$ cat src/rtl/nco_lfo_pkg.sv
// Shared types and defaults for the LFO consumer end of the sine NCO.
package nco_lfo_pkg;

  localparam int MPR_DEF      = 26;
  localparam int APR_DEF      = 32;
  localparam int RATE_W_DEF   = 8;
  localparam int INC_STEP_DEF = 2237;
  localparam int SLEW_DEF     = 4096;
  localparam int COEF_W_DEF   = 16;
  localparam int DEPTH_W_DEF  = 8;
  localparam int WARM_MAX_DEF = 63;

  // Full-scale coefficient: unity gain, used in bypass and after reset.
  localparam logic [COEF_W_DEF-1:0] UNITY_COEF = {COEF_W_DEF{1'b1}};

  typedef enum logic [1:0] {
    ST_OFF   = 2'd0,
    ST_WARM  = 2'd1,
    ST_RUN   = 2'd2,
    ST_FAULT = 2'd3
  } lfo_state_e;

endpackage

$ cat src/rtl/nco_inc_glide.sv
// Phase-increment glide: moves the NCO increment toward rate*INC_STEP by at
// most SLEW per enabled step, landing exactly on the target (no overshoot).
module nco_inc_glide
  import nco_lfo_pkg::*;
#(
  parameter int APR      = APR_DEF,
  parameter int RATE_W   = RATE_W_DEF,
  parameter int INC_STEP = INC_STEP_DEF,
  parameter int SLEW     = SLEW_DEF
) (
  input  logic              clk,
  input  logic              reset_n,
  input  logic              step_en,
  input  logic [RATE_W-1:0] rate_i,
  output logic [APR-1:0]    phi_inc_o
);

  localparam logic [APR-1:0] STEP_K = APR'(INC_STEP);
  localparam logic [APR-1:0] SLEW_K = APR'(SLEW);

  logic [APR-1:0] target_s;
  logic [APR-1:0] diff_s;
  logic [APR-1:0] delta_s;
  logic [APR-1:0] cur_d;
  logic [APR-1:0] cur_q;

  // Target, distance to target, slew-limited delta and the next increment.
  always_comb begin
    target_s = APR'(rate_i) * STEP_K;
    if (cur_q < target_s) begin
      diff_s = target_s - cur_q;
    end else begin
      diff_s = cur_q - target_s;
    end
    if (diff_s > SLEW_K) begin
      delta_s = SLEW_K;
    end else begin
      delta_s = diff_s;
    end
    cur_d = cur_q;
    if (step_en) begin
      if (cur_q < target_s) begin
        cur_d = cur_q + delta_s;
      end else if (cur_q > target_s) begin
        cur_d = cur_q - delta_s;
      end else begin
        cur_d = cur_q;
      end
    end else begin
      cur_d = cur_q;
    end
  end

  // Current increment register; holds whenever no step is enabled.
  always_ff @(posedge clk or negedge reset_n) begin
    if (!reset_n) begin
      cur_q <= {APR{1'b0}};
    end else begin
      cur_q <= cur_d;
    end
  end

  assign phi_inc_o = cur_q;

endmodule

$ cat src/rtl/nco_lfo_sink.sv
// Consumer end of the sine NCO: runs the NCO enable/warm-up FSM, glides the
// phase increment, turns the sampled sine into a depth-scaled gain
// coefficient and hands it downstream over valid/ready.
module nco_lfo_sink
  import nco_lfo_pkg::*;
#(
  parameter int MPR      = MPR_DEF,
  parameter int APR      = APR_DEF,
  parameter int RATE_W   = RATE_W_DEF,
  parameter int INC_STEP = INC_STEP_DEF,
  parameter int SLEW     = SLEW_DEF,
  parameter int COEF_W   = COEF_W_DEF,
  parameter int DEPTH_W  = DEPTH_W_DEF,
  parameter int WARM_MAX = WARM_MAX_DEF
) (
  input  logic               clk,
  input  logic               reset_n,
  input  logic               enable,
  input  logic [RATE_W-1:0]  rate_i,
  input  logic [DEPTH_W-1:0] depth_i,
  input  logic               sample_tick,
  output logic               nco_clken,
  output logic [APR-1:0]     nco_phi_inc,
  input  logic [MPR-1:0]     nco_fsin,
  input  logic               nco_out_valid,
  output logic [COEF_W-1:0]  coef_o,
  output logic               coef_valid,
  input  logic               coef_ready,
  output logic               overrun,
  output logic               fault
);

  localparam int                    WCNT_W    = $clog2(WARM_MAX + 1);
  localparam logic [WCNT_W-1:0]     WARM_LAST = WCNT_W'(WARM_MAX - 1);
  localparam logic [COEF_W-1:0]     COEF_MAX  = {COEF_W{1'b1}};
  localparam int                    PROD_W    = COEF_W + DEPTH_W;

  lfo_state_e          state_q, state_d;
  logic [WCNT_W-1:0]   wcnt_q, wcnt_d;
  logic                clken_q, clken_d;
  logic                fault_q, fault_d;
  logic                v0_q, v0_d;
  logic [COEF_W-1:0]   u_q, u_d;
  logic [COEF_W-1:0]   coef_q, coef_d;
  logic                cvalid_q, cvalid_d;
  logic                overrun_q, overrun_d;

  logic [COEF_W-1:0]   s_s;
  logic [PROD_W-1:0]   prod_s;
  logic [COEF_W-1:0]   coef_calc_s;
  logic                leave_run_s;
  logic                new_res_s;
  logic                glide_en_s;
  logic                unused_bits_s;

  // FSM next state and warm-up timeout counter.
  always_comb begin
    state_d = state_q;
    wcnt_d  = wcnt_q;
    case (state_q)
      ST_OFF: begin
        if (enable) begin
          state_d = ST_WARM;
          wcnt_d  = {WCNT_W{1'b0}};
        end else begin
          state_d = ST_OFF;
        end
      end
      ST_WARM: begin
        if (!enable) begin
          state_d = ST_OFF;
        end else if (nco_out_valid) begin
          state_d = ST_RUN;
        end else if (wcnt_q == WARM_LAST) begin
          state_d = ST_FAULT;
        end else begin
          wcnt_d = wcnt_q + WCNT_W'(1);
        end
      end
      ST_RUN: begin
        if (!enable) begin
          state_d = ST_OFF;
        end else if (!nco_out_valid) begin
          state_d = ST_WARM;
          wcnt_d  = {WCNT_W{1'b0}};
        end else begin
          state_d = ST_RUN;
        end
      end
      ST_FAULT: begin
        if (!enable) begin
          state_d = ST_OFF;
        end else begin
          state_d = ST_FAULT;
        end
      end
      default: begin
        state_d = ST_OFF;
      end
    endcase
    clken_d = (state_d == ST_WARM) || (state_d == ST_RUN);
    fault_d = fault_q || (state_d == ST_FAULT);
  end

  assign glide_en_s = sample_tick && ((state_q == ST_WARM) || (state_q == ST_RUN));

  nco_inc_glide #(
    .APR      (APR),
    .RATE_W   (RATE_W),
    .INC_STEP (INC_STEP),
    .SLEW     (SLEW)
  ) u_glide (
    .clk       (clk),
    .reset_n   (reset_n),
    .step_en   (glide_en_s),
    .rate_i    (rate_i),
    .phi_inc_o (nco_phi_inc)
  );

  // Coefficient pipeline: c0 captures the top sine bits as offset binary on
  // the tick; c1 (depth scaling) feeds straight into the c2 output register,
  // so coef_valid rises two cycles after the tick. Leaving RUN flushes c0 and
  // presents one unity coefficient.
  always_comb begin
    s_s         = nco_fsin[MPR-1 -: COEF_W];
    u_d         = {~s_s[COEF_W-1], s_s[COEF_W-2:0]};
    v0_d        = sample_tick && (state_q == ST_RUN) && (state_d == ST_RUN);
    prod_s      = {{COEF_W{1'b0}}, depth_i} * {{DEPTH_W{1'b0}}, u_q};
    coef_calc_s = COEF_MAX - prod_s[PROD_W-1:DEPTH_W];
    leave_run_s = (state_q == ST_RUN) && (state_d != ST_RUN);
    new_res_s   = v0_q && (state_q == ST_RUN);

    coef_d    = coef_q;
    cvalid_d  = cvalid_q;
    overrun_d = overrun_q;
    if (leave_run_s) begin
      coef_d   = COEF_MAX;
      cvalid_d = 1'b1;
    end else if (new_res_s) begin
      coef_d   = coef_calc_s;
      cvalid_d = 1'b1;
      if (cvalid_q && !coef_ready) begin
        overrun_d = 1'b1;
      end else begin
        overrun_d = overrun_q;
      end
    end else if (cvalid_q && coef_ready) begin
      cvalid_d = 1'b0;
    end else begin
      cvalid_d = cvalid_q;
    end
  end

  // Sine bits below the coefficient width and the product fraction are dropped.
  assign unused_bits_s = ^{nco_fsin[MPR-COEF_W-1:0], prod_s[DEPTH_W-1:0]};

  // All state and registered outputs.
  always_ff @(posedge clk or negedge reset_n) begin
    if (!reset_n) begin
      state_q   <= ST_OFF;
      wcnt_q    <= {WCNT_W{1'b0}};
      clken_q   <= 1'b0;
      fault_q   <= 1'b0;
      v0_q      <= 1'b0;
      u_q       <= {COEF_W{1'b0}};
      coef_q    <= COEF_MAX;
      cvalid_q  <= 1'b0;
      overrun_q <= 1'b0;
    end else begin
      state_q   <= state_d;
      wcnt_q    <= wcnt_d;
      clken_q   <= clken_d;
      fault_q   <= fault_d;
      v0_q      <= v0_d;
      u_q       <= u_d;
      coef_q    <= coef_d;
      cvalid_q  <= cvalid_d;
      overrun_q <= overrun_d;
    end
  end

  assign nco_clken  = clken_q;
  assign coef_o     = coef_q;
  assign coef_valid = cvalid_q;
  assign overrun    = overrun_q;
  assign fault      = fault_q;

endmodule

$ cat config.mk
export PLATFORM = sky130hd
export DESIGN_NAME = nco_lfo_sink
export DESIGN_NICKNAME = d
export VERILOG_FILES = /design/src/rtl/nco_lfo_pkg.sv /design/src/rtl/nco_inc_glide.sv /design/src/rtl/nco_lfo_sink.sv
export SDC_FILE = /design/constraint.sdc
export NUM_CORES = 1
export LEC_CHECK = 0
export CAP_MARGIN = 20
export CORE_MARGIN = 1.5
export CORE_UTILIZATION = 35
export DETAILED_ROUTE_END_ITERATION = 7
export MAX_ROUTING_LAYER = met4
export RECOVER_POWER = 100
export SETUP_SLACK_MARGIN = 0.3
export SYNTH_ARGS = -nofsm -noshare
export SYNTH_HDL_FRONTEND = slang
export SYNTH_SLANG_ARGS = --single-unit
$ cat constraint.sdc
create_clock -name clk -period 7.51 [get_ports clk]
set_input_delay 0.751 -clock clk [delete_from_list [all_inputs] [get_ports clk]]
set_output_delay 0.751 -clock clk [all_outputs]
set_load 0.01 [all_outputs]
Word level (Yosys, flattened, before mapping)
Cells that the tools add are included.
{"block": "totals", "ff_bits": 77}
{"block": "op_classes", "n_addsub": 6, "mul": 2, "order_cmp": 3, "n_eq_ne": 14, "mux": 24, "n_bitwise": 2, "n_reduce_logical": 19}
{"operator": "2-to-1 mux 32 bit", "n": 4}
{"operator": "2-to-1 mux 6 bit", "n": 6}
{"operator": "adder 32 bit", "n": 1}
{"operator": "greater-than comparator 32 x 13 -> 1 bit, second input constant", "n": 1}
{"operator": "greater-than comparator 32 x 20 -> 1 bit", "n": 1}
{"operator": "less-than comparator 32 x 20 -> 1 bit", "n": 1}
{"operator": "2-to-1 mux 16 bit", "n": 2}
{"operator": "subtractor 20 x 32 -> 32 bit", "n": 1}
{"operator": "subtractor 32 x 20 -> 32 bit", "n": 1}
{"operator": "subtractor 32 bit", "n": 1}
{"operator": "multiplier 8 x 16 -> 24 bit", "n": 1}
{"operator": "multiplier 8 x 12 -> 20 bit, second input constant", "n": 1}
{"operator": "case mux 6 bit (3 select lines)", "n": 1}
{"operator": "subtractor 16 bit, first input constant", "n": 1}
{"operator": "!= test 2 bit, second input constant", "n": 7}
{"operator": "2-to-1 mux 2 bit", "n": 6}
{"operator": "== test 2 bit, second input constant", "n": 4}
{"operator": "case mux 2 bit (4 select lines)", "n": 1}
{"operator": "logical AND 1 bit", "n": 7}
{"operator": "AND reduction 7 bit", "n": 1}
{"operator": "adder 6 x 1 -> 6 bit, second input constant", "n": 1}
{"operator": "== test 6 bit, second input constant", "n": 1}
{"operator": "nonzero test 3 bit", "n": 2}
{"operator": "== test 2 x 1 -> 1 bit, second input constant", "n": 2}
{"operator": "8 further kinds", "n": 15}

Depth between registers and ports, before layout
{"block": "depth", "ltp_word": 9, "depth_mapped": 54}

Modules after synthesis
From an unflattened synthesis, not the netlist that was laid out.
{"block": "hier_totals", "hier_cells": 1586, "area_unflattened_um2": 13354.1}
{"mod": "nco_inc_glide", "n_inst": 1, "cells_each": 1018, "area_per_inst_um2": 7830.0, "seq_area_each_um2": 800.8}
{"mod": "nco_lfo_sink", "n_inst": 1, "cells_each": 568, "area_per_inst_um2": 5524.0, "seq_area_each_um2": 1146.1}

Least setup slack after synthesis
Ideal clock, no wire load.
{"block": "synth_timing", "path_type": "input to register", "from": "in rate_i[2]", "to": "reg u_glide.cur_q[30], in the netlist u_glide.phi_inc_o[30]", "setup_ps": 135, "t_arrival_ps": 11200, "required_time_ps": 7375, "path_slack_ps": -3825, "cell_stages": 53, "n_path_buf": 5, "path_cell_list": "fa_1 ha_1 inv_1 fa_1 fa_1 inv_1 ha_1 a21o_1 a21oi_1 o21bai_1 a21oi_1 o21bai_1 a21oi_1 o21bai_1 a21oi_1 o21ai_0 a21o_1 a21o_1 [... 17 more ...] ha_1 clkbuf_1 nor4_1 nor3b_1 a41oi_1 ha_1 nor2b_1 o21ai_0 a21oi_1 o41ai_1 a21oi_1 a221o_1 a41oi_1 a21oi_1 a211oi_1 a21oi_1 xnor2_1 o21ai_0"}
{"block": "synth_via", "elab_chain_len": 8, "elab_cells_between_ends": 14}
{"element": "start, declared", "line_no": "nco_lfo_sink.sv:19", "source": "input logic [RATE_W-1:0] rate_i,"}
{"element": "multiplier 8 x 12 -> 20 bit *", "line_no": "nco_inc_glide.sv:29", "source": "target_s = APR'(rate_i) * STEP_K;"}
{"element": "subtractor 32 x 20 -> 32 bit, or another cell as far along", "line_no": "nco_inc_glide.sv:33", "source": "diff_s = cur_q - target_s;"}
{"element": "2-to-1 mux 32 bit", "line_no": "nco_inc_glide.sv:30", "source": "if (cur_q < target_s) begin"}
{"element": "greater-than comparator 32 x 13 -> 1 bit", "line_no": "nco_inc_glide.sv:35", "source": "if (diff_s > SLEW_K) begin"}
{"element": "2-to-1 mux 32 bit", "line_no": "nco_inc_glide.sv:35"}
{"element": "subtractor 32 bit", "line_no": "nco_inc_glide.sv:45", "source": "cur_d = cur_q - delta_s;"}
{"element": "2-to-1 mux 32 bit", "line_no": "nco_inc_glide.sv:44", "source": "end else if (cur_q > target_s) begin"}
{"element": "2-to-1 mux 32 bit", "line_no": "nco_inc_glide.sv:42", "source": "if (cur_q < target_s) begin"}
{"element": "end signal, assigned", "line_no": "nco_inc_glide.sv:57", "source": "cur_q <= {APR{1'b0}};"}
{"element": "end signal, assigned", "line_no": "nco_inc_glide.sv:59", "source": "cur_q <= cur_d;"}
{"element": "end, declared", "line_no": "nco_inc_glide.sv:25", "source": "logic [APR-1:0] cur_q;"}
Mark *: on every way between the ends. The rest lies on a longest branch, timed or not. The select of a mux whose other input is x is not followed.
A chain may end at the register's enable or synchronous reset.

Worst setup path in the final report
{"block": "layout_timing", "from": "in rate_i[3]", "to": "reg u_glide.cur_q[26], in the netlist u_glide.phi_inc_o[26]"}
The elaborated chain is that of the path after synthesis.

==> qor.yml <==
insertedDiodeCount: 0
grt_remaining_overflow: 0
crit_path_end_kind: "flop"
cts-root-buf: "clkbuf_16"
cts_tree: "yes"
ys_seq_area_share_pct: 15.4
power_density_nw_per_um2: 501
grt_max_degree: 43
ys_types: 87
ir_drop_uv: 338
combPwrFrac_pct: 88.2
swShare_pct: 47.2
crit_path_start_kind: "input port"
fp.dieH_um: 193
fmax_ghz: 0.0940
ios: 100
syn_area_um2: 12700
slew_viol_final: 80
cp_num_buf_inv: 19
drt-vias-per-instance: 5.11
ys_seq_elements: 77
hold_path_class: "flop to flop"
nFillCells: 3265
dieArea_um2: 37400
cp.arrival_ns: 10.91
nNetsFinal: 2335
hold_buffers: 0
place_ws_ns: -4.09
grt_pass1_wl_um: 66800
synth_nets: 1849
cap_violations: 2
post-route-util_pct: 52.4
io_buffers: 89
drtIter0Drc: 552
fp-row-count: 69
status: "finished with violations"
syn_inst: 1525
period_share_pct: 142
p_int_uw: 4930
h-tree-depth: 3
crit_family: "compound AO/OA/AOI/OAI gates"
yosys_warnings: 0
clockBufferDepth: 2
fin_skew_ns: 0.00900
total_leakage_power_uw: 0.00897
grt_use_total_pct: 22.8
floorplan.initialDensity_pct: 35.6
power.switching_uw: 4400
clockPowerShare_pct: 5.2
worstSkewPairLatency_ns: 0.38
finalHoldViolCount: 0
setup_violations: 32
clk_pin_slew_worst_paths_ns: 0.07
violations: "max-capacitance violations, max-slew violations, negative setup slack"
die_w_um: 193
max_slew.worst_pin.slew_ns: 2.38
vias: 12700
drt_first_pass_iters: 7
drc: 0
crit_fanout: 4
setup_ws_ns: -3.13
synth_edf_count: 0
wire_per_inst_um: 16.6
slew_headroom_pct: -58.5
place_congestion: 0.976
drt-total-wl_um: 41100
max_stage_delay_ns: 0.60
numCtsBuffers: 9
critical-path-slowest-cell: "fa_2"
grt_setup_unrepaired: "yes"
cts.sinks: 77
dp_hpwl_um: 32200
path_class: "input port to flop"
seqPwrFrac_pct: 6.6
min_period_ns: 10.64
synthArstFlopShare_pct: 100
synth_ff_type: "dfrtp_1"
avgSynthCellArea_um2: 8.31
drive_gt1_share_pct: 31.3
grt_pass1_vias: 13300
syn2layout_area_growth_pct: 47.1
cp.required_ns: 7.78
core_area_um2: 35600
antenna_found_initial: 0
crit_top_cell: "buf_4"
ant_nets: 0
state kept, by name, summed over array words and instances, names as in the netlist:
name / flops
u_glide.phi_inc_o: 32
coef_o: 16
u_q: 16
wcnt_q: 6
state_q: 2
coef_valid: 1
fault: 1
nco_clken: 1
overrun: 1
v0_q: 1
what timing repair did:
| item | 4_1_cts | 5_1_grt |
|---|---|---|
| endpoints found under the hold margin | 0 | 0 |
| gates cloned | 1 | 0 |
| resized for setup | 142 | 89 |
| buffers inserted | 51 | 25 |
| endpoints found under the setup margin | 32 | 32 |
| pin swaps | 123 | 83 |
synth_stat cells (all sizes together) (9+ instances only):
cell type	number	share of area, %
inv	202	6.0
clkbuf	40	1.2
nor3	27	1.2
a211oi	21	1.5
mux2i	13	1.0
nand2b	19	0.94
o31ai	11	0.65
nand4	15	0.74
or3	14	0.69
xor2	36	2.5
nand2	173	5.1
dfstp	16	3.3
dfrtp	61	12
a21o	25	1.5
fa	105	17
a21oi	113	4.5
o21bai	14	0.83
o21ai	106	4.2
and2	57	2.8
xnor2	47	3.2
nor4	9	0.61
nor2b	9	0.44
nor2	74	2.2
nand3	29	1.3
ha	171	17
per-layer routing:
| metal | part of all wire (%) | up-vias | GRT usage, % |
|---|---|---|---|
| met5 | 0 | - | - |
| met4 | 2.5 | 0 | 7.72 |
| met3 | 3.8 | 65 | 3.09 |
| met2 | 51 | 265 | 39.4 |
| met1 | 42 | 6152 | 27.1 |
| li1 | - | 6183 | - |
per-stage QoR:
stage	setup TNS, ns	std cells	hold WS [ns]	total power, uW	area [um2]
after floorplan	-62.43	1525	0.455	4550	12900
after global placement	-96.25	2384	0.470	7790	16800
after detailed placement	-102.98	2384	0.452	7860	16800
after CTS	-73.37	2452	0.375	8950	18000
after global routing	-88.71	2477	0.489	10100	18600
final	-76.34	2477	0.457	9340	18600
cell type report:
cell class,count,area (um2),area share [%]
Tap cell,461,577,3.10
Clock buffer,9,225,1.21
Sequential cell,77,1950,10.4
Clock inverter,7,87.6,0.470
Multi-Input combinational cell,1199,10800,57.7
Inverter,202,761,4.08
Timing Repair Buffer,522,4290,23.0
layout by cell type (no fill, tap or decap), types with 13 or more instances in the layout:
master         netlist  final
xnor2_1             47     39
buf_6                2     33
ha_4                 0     15
nor2_1              74     71
o21ai_1             17     43
fa_1               105    103
or3_1               14     13
dfrtp_1             61     61
nand2b_1            19     18
dlygate4sd3_1        0     68
nand3_1             27     23
a21oi_1            113     84
buf_4                2    395
nand2_1            173    162
nor3_1              26     23
o21ai_0             89     53
inv_1              201    196
dfstp_2             16     16
and2_1              56     54
a21o_1              25     25
a21oi_2              0     22
ha_1               171    152
nand4_1             15     15
xor2_1              36     36
final timing paths:
path	start	to	slack, ns	cells after the start
worst max-delay path	rate_i[3]	u_glide.phi_inc_o[26]	-3.13	58
worst min-delay path	fault	fault	0.46	1
worst max register to register	u_glide.phi_inc_o[0]	u_glide.phi_inc_o[26]	0.12	35
worst min register to register	fault	fault	0.46	1
max in group asynchronous	reset_n	u_q[6]	3.27	2
min in group asynchronous	reset_n	u_glide.phi_inc_o[29]	1.09	1
cell families after synthesis:
group                    after synthesis  share of synthesized area (%)
flip-flops                            77                           15.4
XOR/XNOR                              83                           5.74
AO/OA/AOI/OAI                        368                           18.5
multiplexers                          14                           1.12
AND/OR/NAND/NOR                      457                           18.2
adder cells (fa/ha/maj)              276                           33.5
buffers and inverters                250                           7.61
power by group through the flow:
stage | Combinational [uW] | Clock (uW) | Sequential, uW
after floorplan | 3920 | 0 | 631
after global placement | 7170 | 0 | 619
after detailed placement | 7240 | 0 | 620
after CTS | 7830 | 502 | 615
after global routing | 8990 | 515 | 631
final | 8240 | 482 | 617
(Power assumes the default switching activity.)
